[src/rtl/rect_sprite_animator.sv]
// Bouncing filled-rectangle sprite engine for a 160x120 frame buffer.
// Draws, waits one tick, erases, moves, and repeats while go is held high.
module rect_sprite_animator #(
    parameter int         XSCREEN   = 160,
    parameter int         YSCREEN   = 120,
    parameter int         XDIM      = 20,
    parameter int         YDIM      = 4,
    parameter int         XSTEP     = 1,
    parameter int         YSTEP     = 1,
    parameter int         TICK_DIV  = 1048576,
    parameter logic [2:0] BG_COLOUR = 3'b000
) (
    input  logic       Clock,
    input  logic       Resetn,
    input  logic       go,
    input  logic       init,
    input  logic [7:0] x0,
    input  logic [6:0] y0,
    input  logic [2:0] colour,
    output logic [7:0] vga_x,
    output logic [6:0] vga_y,
    output logic [2:0] vga_colour,
    output logic       plot,
    output logic [7:0] obj_x,
    output logic [6:0] obj_y,
    output logic       busy,
    output logic       hit_x,
    output logic       hit_y
);

    localparam int TW = (TICK_DIV > 1) ? $clog2(TICK_DIV) : 1;
    localparam logic [TW-1:0] TICK_LAST = TW'(TICK_DIV - 1);

    localparam logic [7:0] XMAX  = 8'(XSCREEN - XDIM);
    localparam logic [6:0] YMAX  = 7'(YSCREEN - YDIM);
    localparam logic [7:0] XLAST = 8'(XDIM - 1);
    localparam logic [6:0] YLAST = 7'(YDIM - 1);

    localparam logic [8:0] XSTEP9 = 9'(XSTEP);
    localparam logic [7:0] YSTEP8 = 8'(YSTEP);
    localparam logic [7:0] XSTEPN = 8'(XSTEP);
    localparam logic [6:0] YSTEPN = 7'(YSTEP);
    localparam bit         X_EN   = (XSTEP != 0);
    localparam bit         Y_EN   = (YSTEP != 0);

    localparam logic [2:0] S_IDLE  = 3'd0;
    localparam logic [2:0] S_DRAW  = 3'd1;
    localparam logic [2:0] S_WAIT  = 3'd2;
    localparam logic [2:0] S_ERASE = 3'd3;
    localparam logic [2:0] S_MOVE  = 3'd4;

    logic [2:0]    r_state;
    logic [TW-1:0] r_tick_cnt;
    logic [7:0]    r_obj_x;
    logic [6:0]    r_obj_y;
    logic          r_dir_x;
    logic          r_dir_y;
    logic [7:0]    r_xc;
    logic [6:0]    r_yc;
    logic          r_hit_x;
    logic          r_hit_y;

    logic          w_tick;
    logic          w_last_px;
    logic [8:0]    w_x_fwd;
    logic [7:0]    w_y_fwd;
    logic          w_x_hi;
    logic          w_x_lo;
    logic          w_y_hi;
    logic          w_y_lo;
    logic [7:0]    w_x_next;
    logic [6:0]    w_y_next;
    logic [7:0]    w_x0_clamp;
    logic [6:0]    w_y0_clamp;

    assign w_tick    = (r_tick_cnt == TICK_LAST);
    assign w_last_px = (r_xc == XLAST) && (r_yc == YLAST);

    // dir = 0 means moving toward larger coordinates
    assign w_x_fwd = {1'b0, r_obj_x} + XSTEP9;
    assign w_y_fwd = {1'b0, r_obj_y} + YSTEP8;
    assign w_x_hi  = X_EN && !r_dir_x && (w_x_fwd >= {1'b0, XMAX});
    assign w_x_lo  = X_EN && r_dir_x && ({1'b0, r_obj_x} <= XSTEP9);
    assign w_y_hi  = Y_EN && !r_dir_y && (w_y_fwd >= {1'b0, YMAX});
    assign w_y_lo  = Y_EN && r_dir_y && ({1'b0, r_obj_y} <= YSTEP8);

    always_comb begin
        w_x_next = r_dir_x ? (r_obj_x - XSTEPN) : (r_obj_x + XSTEPN);
        if (w_x_hi)
            w_x_next = XMAX;
        else if (w_x_lo)
            w_x_next = 8'd0;
    end

    always_comb begin
        w_y_next = r_dir_y ? (r_obj_y - YSTEPN) : (r_obj_y + YSTEPN);
        if (w_y_hi)
            w_y_next = YMAX;
        else if (w_y_lo)
            w_y_next = 7'd0;
    end

    assign w_x0_clamp = (x0 > XMAX) ? XMAX : x0;
    assign w_y0_clamp = (y0 > YMAX) ? YMAX : y0;

    always_ff @(posedge Clock or negedge Resetn) begin
        if (!Resetn)
            r_tick_cnt <= '0;
        else if (w_tick)
            r_tick_cnt <= '0;
        else
            r_tick_cnt <= r_tick_cnt + 1'b1;
    end

    always_ff @(posedge Clock or negedge Resetn) begin
        if (!Resetn) begin
            r_state <= S_IDLE;
            r_obj_x <= 8'd0;
            r_obj_y <= 7'd0;
            r_dir_x <= 1'b0;
            r_dir_y <= 1'b0;
            r_xc    <= 8'd0;
            r_yc    <= 7'd0;
            r_hit_x <= 1'b0;
            r_hit_y <= 1'b0;
        end else begin
            r_hit_x <= 1'b0;
            r_hit_y <= 1'b0;
            case (r_state)
                S_IDLE: begin
                    r_xc <= 8'd0;
                    r_yc <= 7'd0;
                    if (init) begin
                        r_obj_x <= w_x0_clamp;
                        r_obj_y <= w_y0_clamp;
                        r_dir_x <= 1'b0;
                        r_dir_y <= 1'b0;
                    end else if (go && w_tick) begin
                        r_state <= S_DRAW;
                    end
                end
                S_DRAW, S_ERASE: begin
                    // scan wraps to 0,0 on the last pixel
                    if (r_xc == XLAST) begin
                        r_xc <= 8'd0;
                        r_yc <= (r_yc == YLAST) ? 7'd0 : r_yc + 7'd1;
                    end else begin
                        r_xc <= r_xc + 8'd1;
                    end
                    if (w_last_px) begin
                        if (r_state == S_DRAW)
                            r_state <= S_WAIT;
                        else
                            r_state <= go ? S_MOVE : S_IDLE;
                    end
                end
                S_WAIT: begin
                    if (w_tick)
                        r_state <= S_ERASE;
                end
                S_MOVE: begin
                    r_obj_x <= w_x_next;
                    r_obj_y <= w_y_next;
                    if (w_x_hi || w_x_lo)
                        r_dir_x <= ~r_dir_x;
                    if (w_y_hi || w_y_lo)
                        r_dir_y <= ~r_dir_y;
                    r_hit_x <= w_x_hi || w_x_lo;
                    r_hit_y <= w_y_hi || w_y_lo;
                    r_state <= S_DRAW;
                end
                default: r_state <= S_IDLE;
            endcase
        end
    end

    assign vga_x      = r_obj_x + r_xc;
    assign vga_y      = r_obj_y + r_yc;
    assign plot       = (r_state == S_DRAW) || (r_state == S_ERASE);
    assign vga_colour = (r_state == S_ERASE) ? BG_COLOUR : colour;
    assign obj_x      = r_obj_x;
    assign obj_y      = r_obj_y;
    assign busy       = (r_state != S_IDLE);
    assign hit_x      = r_hit_x;
    assign hit_y      = r_hit_y;

endmodule

[config.mk]
export PLATFORM = sky130hd
export DESIGN_NAME = rect_sprite_animator
export DESIGN_NICKNAME = d
export VERILOG_FILES = /design/src/rtl/rect_sprite_animator.sv
export SDC_FILE = /design/constraint.sdc
export NUM_CORES = 1
export LEC_CHECK = 0
export ABC_CLOCK_PERIOD_IN_PS = 5300
export CAP_MARGIN = 20
export CORE_MARGIN = 10
export CORE_UTILIZATION = 59
export DETAILED_ROUTE_END_ITERATION = 16
export MAX_ROUTING_LAYER = met4
export PLACE_DENSITY_LB_ADDON = 0.25
export SLEW_MARGIN = 5
export SYNTH_ARGS = -nofsm -noshare
export SYNTH_HDL_FRONTEND = slang
export SYNTH_SLANG_ARGS = --single-unit
[constraint.sdc]
create_clock -name Clock -period 5.3 [get_ports Clock]
set_clock_uncertainty 0.1 [all_clocks]
set_input_delay 1.325 -clock Clock [delete_from_list [all_inputs] [get_ports Clock]]
set_output_delay 1.325 -clock Clock [all_outputs]
set_load 0.05 [all_outputs]
==> results by group <==
Timing
  • Fmax achieved: ~0.22 GHz
  • Worst slew margin: 51.3%
  • Final count of pins violating max slew: 0
  • Min Clock Period, post-route: 4.58 ns
  • Tightest Pin Transition: around 0.72 ns
  • RSZ-0062 raised after global routing: false
  • Min Hold Slack: 0.376 ns
  • Final TNS setup: 0 ns
  • Setup-failing EPs final: 0
  • Fin. Hold Viols: 0
  • Fin crit share: 86.4%

Power
  • LEAKAGE: slightly above 0.002 uW
  • Worst vdd ir: 0.170 mV
  • Pwr dens: a little under 200 nW/um^2

Worst setup path
  • R2R Path Start: obj_x[3]
  • Worst Setup Start Kind: register
  • Critical Path AT: roughly 3.2 ns
  • FF-to-FF path depth: 6
  • Reg-to-reg endpoint: obj_x[4]
  • Setup Crit Path Kind: reg2out
  • R2R setup slack: between 2 and 3 ns
  • CP endpoint kind: primary output
  • Crit path required time: roughly 3.9 ns
  • Crit path max fanout: 11

Logic synthesis
  • Post-synth ARST share: 100%
  • Mapped Area: roughly 4000 um^2
  • Main synth FF type: dfrtp_1
  • Synth Warn #: 0
  • Cell count after synthesis: roughly 480
  • Library cells used by synthesis: 60
  • Synth area leader: dfrtp_1
  • Yosys reg bits: 57
  • Post-synth top area share: roughly 36%
  • Sequential element share of the synthesized area: a little over a third
  • Syn Nets: approximately 520
  • Syn avg cell area: between 8 and 9 um^2
  • EDFF count, synth: 0
  • Area contributors post-synth: dfrtp_1 (36%), ha_1 (6.9%), o21ai_0 (5.0%)

Clocking
  • Num CTS Buffers: 9
  • Clk buf depth: 2
  • Clock Root Buffer: clkbuf_8
  • Post-CTS setup buffer count: 0
  • Clk sinks: 57
  • Worst skew pair latency: between 0.3 and 0.4 ns
  • Clock Pin Slew Worst Setup and Hold Paths: ~0.080 ns
  • CTS resizes: 0
  • Hold_buf cts: 0
  • H-tree Lvls: 3
  • CTS tree: built

Global route
  • Remaining Overflow, GRT: 0
  • First-pass GRT wire length: between 15 and 20 mm
  • Initial antenna violation count: 0
  • Largest net degree at the start of global routing: 58
  • Gr usage total: about a fifth
  • Vias in the first global route: about 3600

Final layout
  • Ant diodes: 0
  • Share of layout cells above drive strength 1: about 4.9%
  • Area Overhead vs Synth: 20.3%
  • Nets: approximately 570

Worst hold path
  • Hold path cells: 1
  • Min-delay src: r_tick_cnt[19]
  • Min-delay worst type: reg2reg
  • Hold endpoint: r_tick_cnt[19]

Place
  • DPL Wire Length: roughly 7.5 mm
  • Port buffer count: 58
  • Placer Congestion: 0.974

Die
  • Rows: 29
  • Initial Utilization: between 60% and 70%
  • Die Y: slightly above 100 um
  • Core Region: between 6000 and 7000 um^2
  • Die width: around 100 um
  • DIE AREA: around 10000 um^2
  • # IOs: 59

Route
  • Post-route DRC violation count: 0
  • Number of DRC markers in iteration 0: 250
  • Antenna violation net count after detailed routing: 0
  • Via Count: 3700
  • Drt total wl: about 10 mm
  • Post-DR vias/cell: 6.10
  • Drt first pass iters: 5
  • Routed len/inst: 16.7 um

Job
  • Max Cap Viol: 0

Status
  • Outcome: completed
worst max-delay path, stage by stage, from the launching register on:
cell and delay, ns:
dfrtp_1 0.54, ha_1 0.22, inv_1 0.05, fa_1 0.39, nor2b_1 0.13, o21ai_0 0.10
a21oi_1 0.21, o21a_1 0.13, nor2_1 0.04, xnor2_1 0.15, clkdlybuf4s50_1 0.84
per-layer routing:
metal  wire length, um  vias to the layer above  GRT usage, %
met4               159                        0          8.57
li1                  -                     1784             -
met2              4790                      150          31.6
met1              4350                     1748          26.2
met3               841                       18          4.52
met5                 0                        -             -
kinds of logic after synthesis:
logic type	after synthesis	share of synthesized area, %
AO/OA/AOI/OAI	109	17.2
AND/OR/NAND/NOR	203	25.8
flip-flops	57	35.8
buffers and inverters	41	4.20
multiplexers	4	1.04
adder cells (fa/ha/maj)	24	7.91
XOR/XNOR	37	8.13
cell usage in the layout, fill, tap and decap left out, drive strengths merged, types with 8 or more instances in the layout:
cell type	synthesis	layout
nand2b	12	12
nor2b	8	8
ha	22	22
xor2	15	15
inv	21	21
a21oi	18	18
nor3	15	15
xnor2	22	22
nand4	9	9
nand3	22	22
and3	14	14
nor2	48	48
clkdlybuf4s50	0	57
dfrtp	57	57
clkbuf	14	11
o21ai	43	43
nand2	45	45
how the worst max path moves through the flow:
stage                          from  cells after the start  slack (ns)             to
after floorplan            obj_y[0]                      9        1.07       vga_y[6]
after global placement    colour[0]                      3        1.18  vga_colour[0]
after detailed placement   obj_y[0]                     10        1.10       vga_y[6]
after CTS                  obj_y[0]                     10        0.72       vga_y[6]
after global routing       obj_y[0]                     10        0.45       vga_y[6]
final                      obj_x[0]                     10        0.72       vga_x[6]
registers in the layout, indices dropped and copies added (netlist names), 3 cells and up:
name / flops
obj_y: 7
r_tick_cnt: 20
r_yc: 7
r_state: 3
r_xc: 8
obj_x: 8
where the power goes:
group | total (uW) | switching (uW) | internal, uW
combinational | 38.1 | 19.9 | 18.2
clock | 457 | 180 | 277
sequential | 435 | 0 | 435
total | 930 | 200 | 730
through the flow:
| stage | area (um^2) | total power [uW] | utilization, % | worst slack, ns | instances |
|---|---|---|---|---|---|
| after floorplan | 3990 | 452 | - | 1.07 | 475 |
| after global placement | 4580 | 482 | 70.9 | 1.18 | 591 |
| after detailed placement | 4580 | 482 | 70.9 | 1.10 | 591 |
| after CTS | 4800 | 935 | 74.3 | 0.719 | 607 |
| after global routing | 4800 | 959 | 74.3 | 0.448 | 607 |
| final | 4800 | 930 | 74.3 | 0.720 | 607 |
cells in the mapped netlist, types with 2 or more instances:
library cell,count
o22ai_1,3
dfrtp_1,57
o21ai_1,3
mux2i_1,3
clkbuf_1,14
nand4_1,9
o211ai_1,2
nand3_1,22
a31oi_1,5
o21a_1,3
xnor2_1,22
inv_1,21
or3_1,6
nand2b_1,11
nor2b_1,8
fa_1,2
nor3b_1,2
nor3_1,15
a211oi_1,4
a21oi_1,18
and2_1,5
nand4b_1,2
o31ai_1,2
nor4_1,3
o21ai_0,40
nor2_1,48
a21boi_0,3
ha_1,22
a22oi_1,2
xor2_1,15
or4_1,2
a21o_1,6
buf_2,5
and4_1,2
a31o_2,2
and3_1,13
a32oi_1,6
nand2_1,45
cell type report:
| type | count | area (um^2) |
|---|---|---|
| multi-input cells | 377 | 2390 |
| fillers | 494 | 1660 |
| flip-flops and latches | 57 | 1430 |
| repair buffers | 59 | 583 |
| clock buffers | 11 | 141 |
| well taps | 77 | 96.3 |
| clock inverters | 5 | 78.8 |
| inverters | 21 | 78.8 |
Note: power is estimated with default switching activity, not from simulation.
